==> src/rtl/common_pkg.sv <==
// Shared types and widths for the memory bus sequencer slice.
package common_pkg;

    typedef enum logic [2:0] {
        MB_IDLE    = 3'd0,
        MB_SETUP   = 3'd1,
        MB_ACCESS  = 3'd2,
        MB_DONE    = 3'd3,
        MB_ABORT   = 3'd4,
        MB_RELEASE = 3'd5
    } mem_state_e;

    localparam int MB_ADDR_W = 16;
    localparam int MB_DATA_W = 16;

endpackage

==> src/rtl/mb_wait_timer.sv <==
// Wait-state and timeout counters for one bus access; loaded in SETUP, stepped in ACCESS.
module mb_wait_timer #(
    parameter int WAIT_CYCLES = 0,
    parameter int TIMEOUT     = 255
) (
    input  logic i_clk,
    input  logic i_rst_n,
    input  logic i_load,
    input  logic i_step,
    output logic o_wait_zero,
    output logic o_tmo_last
);

    localparam int               CNT_W     = $clog2(TIMEOUT + 1);
    localparam logic [CNT_W-1:0] WAIT_INIT = CNT_W'(WAIT_CYCLES);
    localparam logic [CNT_W-1:0] TMO_LAST  = CNT_W'(TIMEOUT - 1);
    localparam logic [CNT_W-1:0] CNT_MAX   = '1;
    localparam logic [CNT_W-1:0] CNT_ONE   = CNT_W'(1);

    logic [CNT_W-1:0] wait_cnt;
    logic [CNT_W-1:0] tmo_cnt;

    // Both counters saturate: wait stops at zero, timeout stops at all-ones.
    always_ff @(posedge i_clk or negedge i_rst_n) begin
        // NOTE: sequential state is written with non-blocking assignments only.
        if (!i_rst_n) begin
            wait_cnt <= '0;
            tmo_cnt  <= '0;
        end else if (i_load) begin
            wait_cnt <= WAIT_INIT;
            tmo_cnt  <= '0;
        end else if (i_step) begin
            if (wait_cnt != '0)
                wait_cnt <= wait_cnt - CNT_ONE;
            if (tmo_cnt != CNT_MAX)
                tmo_cnt <= tmo_cnt + CNT_ONE;
        end
    end

    assign o_wait_zero = (wait_cnt == '0);
    assign o_tmo_last  = (tmo_cnt == TMO_LAST);

endmodule

==> src/rtl/mem_bus_unit.sv <==
// Turns single-cycle decoder read/write strobes into four-phase req/ack bus cycles
// with minimum wait states, timeout abort and read-data return.
module mem_bus_unit
    import common_pkg::*;
#(
    parameter int ADDR_W      = MB_ADDR_W,
    parameter int DATA_W      = MB_DATA_W,
    parameter int WAIT_CYCLES = 0,
    parameter int TIMEOUT     = 255
) (
    input  logic              i_clk,
    input  logic              i_rst_n,
    input  logic              i_mem_rd,
    input  logic              i_mem_wr,
    input  logic [ADDR_W-1:0] i_addr,
    input  logic [DATA_W-1:0] i_wdata,
    output logic              o_busy,
    output logic              o_done,
    output logic [DATA_W-1:0] o_rdata,
    output logic              o_err,
    output logic              o_bus_req,
    output logic              o_bus_we,
    output logic [ADDR_W-1:0] o_bus_addr,
    output logic [DATA_W-1:0] o_bus_wdata,
    input  logic              i_bus_ack,
    input  logic [DATA_W-1:0] i_bus_rdata
);

    mem_state_e state;
    mem_state_e next_state;

    logic req_one;
    logic req_both;
    logic wait_zero;
    logic tmo_last;
    logic ack_ok;
    logic coll_err;
    logic bus_we_q;

    assign req_one  = i_mem_rd ^ i_mem_wr;
    assign req_both = i_mem_rd & i_mem_wr;
    assign ack_ok   = (state == MB_ACCESS) && i_bus_ack && wait_zero;

    mb_wait_timer #(
        .WAIT_CYCLES (WAIT_CYCLES),
        .TIMEOUT     (TIMEOUT)
    ) u_timer (
        .i_clk       (i_clk),
        .i_rst_n     (i_rst_n),
        .i_load      (state == MB_SETUP),
        .i_step      (state == MB_ACCESS),
        .o_wait_zero (wait_zero),
        .o_tmo_last  (tmo_last)
    );

    always_comb begin
        // NOTE: default assignment first so no branch leaves next_state unassigned (no latch).
        next_state = state;
        unique case (state)
            MB_IDLE:    if (req_one) next_state = MB_SETUP;
            MB_SETUP:   next_state = MB_ACCESS;
            // An accepted ack takes priority over a timeout on the same edge.
            MB_ACCESS: begin
                if (ack_ok)        next_state = MB_DONE;
                else if (tmo_last) next_state = MB_ABORT;
            end
            MB_DONE,
            MB_ABORT:   next_state = i_bus_ack ? MB_RELEASE : MB_IDLE;
            MB_RELEASE: if (!i_bus_ack) next_state = MB_IDLE;
            default:    next_state = MB_IDLE;
        endcase
    end

    always_ff @(posedge i_clk or negedge i_rst_n) begin
        if (!i_rst_n) state <= MB_IDLE;
        else          state <= next_state;
    end

    // Address/direction/data only change when a request is accepted, so the bus never glitches.
    always_ff @(posedge i_clk or negedge i_rst_n) begin
        if (!i_rst_n) begin
            o_bus_addr  <= '0;
            o_bus_wdata <= '0;
            bus_we_q    <= 1'b0;
        end else if (state == MB_IDLE && req_one) begin
            o_bus_addr <= i_addr;
            bus_we_q   <= i_mem_wr;
            if (i_mem_wr)
                o_bus_wdata <= i_wdata;
        end
    end

    always_ff @(posedge i_clk or negedge i_rst_n) begin
        if (!i_rst_n) begin
            o_rdata  <= '0;
            coll_err <= 1'b0;
        end else begin
            coll_err <= (state == MB_IDLE) && req_both;
            if (ack_ok && !bus_we_q)
                o_rdata <= i_bus_rdata;
        end
    end

    assign o_bus_we  = bus_we_q;
    assign o_busy    = (state == MB_SETUP) || (state == MB_ACCESS);
    assign o_bus_req = (state == MB_ACCESS);
    assign o_done    = (state == MB_DONE);
    assign o_err     = (state == MB_ABORT) || coll_err;

endmodule
==> config.mk <==
export PLATFORM = sky130hd
export DESIGN_NAME = mem_bus_unit
export DESIGN_NICKNAME = d
export VERILOG_FILES = /design/src/rtl/common_pkg.sv /design/src/rtl/mb_wait_timer.sv /design/src/rtl/mem_bus_unit.sv
export SDC_FILE = /design/constraint.sdc
export NUM_CORES = 1
export LEC_CHECK = 0
export ABC_AREA = 1
export BUFFER_PORTS_ARGS = -buffer_cell sky130_fd_sc_hd__clkbuf_2
export CAP_MARGIN = 20
export CORE_MARGIN = 10
export CORE_UTILIZATION = 54
export CTS_CLUSTER_DIAMETER = 30
export DETAILED_ROUTE_END_ITERATION = 12
export GPL_TIMING_DRIVEN = 0
export PLACE_DENSITY_LB_ADDON = 0.25
export SYNTH_ARGS = -nofsm -noshare
export SYNTH_HDL_FRONTEND = slang
export SYNTH_SLANG_ARGS = --single-unit
==> constraint.sdc <==
create_clock -name i_clk -period 2.1 [get_ports i_clk]
set_input_delay 0 -clock i_clk [delete_from_list [all_inputs] [get_ports i_clk]]
set_output_delay 0 -clock i_clk [all_outputs]
set_load 0.03 [all_outputs]
==> run_results.csv <==
group,metric,value,unit
place,dpl.cell_count,570,
routing,drc,0,
routing,first_pass_iters,4,
logic_synthesis,synth_enable_flop_cells,0,
floorplan,rows,27,
timing,skew,0.0129,ns
critical_path,max_stage_delay,0.44,ns
layout,syn_to_final_growth,42.7,%
routing,vias,3328,
timing,holdWs,0.0427,ns
layout,fin_area,0.00456,mm2
layout,final_core_utilization,0.809,
clock_tree,postCtsResizedCells,0,
logic_synthesis,synthArstFlopShare,1.00,
clock_tree,cts_tree,"done",
logic_synthesis,synthTopCellsByCount,"nand2_1, dfrtp_1, inv_1",
logic_synthesis,syn_area,0.00320,mm2
timing,slew_headroom,0.750,
critical_path,path_cells,"inv_2, nand4_4, nor2_8, inv_2, buf_6, nand2_1, nand2_1",
critical_path,cp_max_fo,10,
timing,slew_viol_final,0,
timing,period_share,0.770,
layout,regArea,0.00173,mm2
place,port_buffers,105,
routing,drt-initial-drc-count,188,
pwr,power.total,6.66,mW
critical_path,critPathSlowestCell,"dfrtp_1",
logic_synthesis,synth_top_area_cell,"dfrtp_1",
global_route,grt_pass1_wl,16400,um
logic_synthesis,synthCells,392,
logic_synthesis,synthFlopType,"dfrtp_1",
place,placed_area,0.00384,mm2
global_route,antenna_found_initial,2,
clock_tree,path_clk_slew,0.08,ns
floorplan,io_pins,106,
global_route,grt_pass1_vias,3364,
place,hpwl,6100,um
logic_synthesis,ys_ff_latch,69,
layout,layout.cells.non_filler,638,
run_status,outcome,"completed",
logic_synthesis,synth_top_cell_area_share,0.540,
critical_path,cp.required,2.32,ns
floorplan,core_area,0.00564,mm2
clock_tree,cts_setup_buffers,0,
critical_path,end_kind,"flip-flop",
critical_path,criticalPathCategory,"flip-flop to flip-flop",
timing,fmax,0.618,GHz
clock_tree,htree_levels,3,
floorplan,die_h,97.0,um
timing,report.final.setup_viol,0,
layout,nets,617,
critical_path,cpLargestDelayFamily,"simple AND/OR/NAND/NOR gates",
logic_synthesis,synth_area_leaders,"dfrtp_1, nand2_1, inv_1",
timing,setup_slack,0.482,ns
global_route,grtUsageTotal,0.210,
routing,routedWlPerCell,16.3,um
global_route,grt_start_max_net_pins,55,
pwr,peakVddDrop,0.966,mV
critical_path,crit_buf_inv,3,
logic_synthesis,syn_nets,450,
clock_tree,clk_latency,0.35,ns
timing,worstMarginPinSlew,0.373,ns
clock_tree,clock_sinks,69,
routing,postRouteAntennaNets,0,
layout,multiInputGateArea,0.00125,mm2
routing,via_per_inst,5.22,
routing,wl,10400,um
floorplan,dieArea,0.00940,mm2
timing,timing.setup.tns,0,ns
pwr,power_density,1460,mW/mm2
critical_path,critPathLaunchType,"flip-flop",
pwr,p_leak,2.58,nW
place,place_congestion,0.864,
logic_synthesis,yosysSeqAreaShare,0.540,
min_path,min_path_type,"primary input to flip-flop",
logic_synthesis,avgSynthCellArea,8.16,um2
floorplan,die_w,97.0,um
layout,drive_above_1_share,0.259,
timing,period_minus_slack,1.62,ns
logic_synthesis,ys_warn_count,0,
timing,hold_violations,0,
clock_tree,root_buffer,"clkbuf_8",
logic_synthesis,synthDistinctLibCells,28,
global_route,overflow,0,
clock_tree,clockBufferDepth,2,
critical_path,critPathArrivalTime,1.84,ns
floorplan,start_util,0.567,
place,place_ws,0.515,ns
clock_tree,numCtsBuffers,9,
layout,fillers,318,
timing,rsz0062_at_grt,"no",
logic_synthesis,yosysMostFrequentCell,"nand2_1",
clock_tree,postCtsHoldBufs,50,
job,drv_cap,0,
-- where the power goes --
group	total, mW	internal, mW	switching (mW)
Clock	1.21	0.670	0.537
Sequential	2.23	1.85	0.374
Combinational	3.23	0.936	2.29
Total	6.66	3.46	3.21
-- area by class of cell --
class | instances | share of cell area
Sequential cell | 69 | 0.378
Multi-Input combinational cell | 270 | 0.274
Timing Repair Buffer | 156 | 0.231
Inverter | 45 | 0.0370
Clock buffer | 10 | 0.0280
Tap cell | 72 | 0.0197
Clock inverter | 6 | 0.0189
Buffer | 8 | 0.0112
Antenna cell | 2 | 0.00110
-- cells in the final DEF (no fill, tap or decap), drive strengths merged, types with 2 or more instances in the layout --
| cell | n |
|---|---|
| nand4 | 4 |
| dlygate4sd3 | 50 |
| a21oi | 3 |
| nor2 | 23 |
| dfrtp | 69 |
| ha | 5 |
| clkbuf | 115 |
| clkinv | 2 |
| nand2 | 171 |
| o21ai | 28 |
| xor2 | 2 |
| inv | 46 |
| nand3 | 30 |
| buf | 9 |
| bufinv | 2 |
| diode | 2 |
-- worst reg2reg max path, cell delays in order, from the launching register on --
cell and delay (ns):
dfrtp_1 0.44, inv_2 0.17, nand4_4 0.24, nor2_8 0.22, inv_2 0.12, buf_6 0.16, nand2_1 0.08, nand2_1 0.07
-- metal layers --
metal / GRT usage / vias up / wire, um
met5: 0 / - / 0
met3: 0.0816 / 39 / 908
met4: 0.103 / 0 / 375
met2: 0.350 / 165 / 5260
li1: - / 1554 / -
met1: 0.227 / 1570 / 3890
-- path summary, 6_finish.rpt --
path | from | end | slack, ns | cells after the start
min | i_mem_wr | coll_err$_DFF_PN0_ | 0.04 | 4
max in group asynchronous | i_rst_n | o_bus_addr[11]$_DFFE_PN0N_ | 1.46 | 3
max reg2reg | state[2]$_DFFE_PN0P_ | o_bus_wdata[13]$_DFFE_PN0P_ | 0.48 | 7
max | state[2]$_DFFE_PN0P_ | o_bus_wdata[13]$_DFFE_PN0P_ | 0.48 | 7
min in group asynchronous | i_rst_n | u_timer.tmo_cnt[0]$_DFFE_PN0P_ | 0.10 | 2
min reg2reg | u_timer.wait_cnt[0]$_DFFE_PN0P_ | u_timer.wait_cnt[0]$_DFFE_PN0P_ | 0.48 | 2
-- sequential cells by signal (all words and copies together) (netlist names) --
name	count
o_bus_addr	16
o_bus_wdata	16
o_rdata	16
u_timer.tmo_cnt	8
u_timer.wait_cnt	8
state	3
coll_err	1
o_bus_we	1
-- cells by family (layout without fill, tap and decap cells) --
| logic type | Yosys count | count (layout) | share of synthesized area |
|---|---|---|---|
| AND/OR/NAND/NOR | 229 | 229 | 0.306 |
| flip-flops | 69 | 69 | 0.540 |
| buffers and inverters | 53 | 225 | 0.0689 |
| AO/OA/AOI/OAI | 33 | 33 | 0.0579 |
| adder cells (fa/ha/maj) | 5 | 5 | 0.0196 |
| XOR/XNOR | 3 | 3 | 0.00822 |
| other | 0 | 2 | 0 |
No activity file was read; power rests on OpenSTA's default activity.
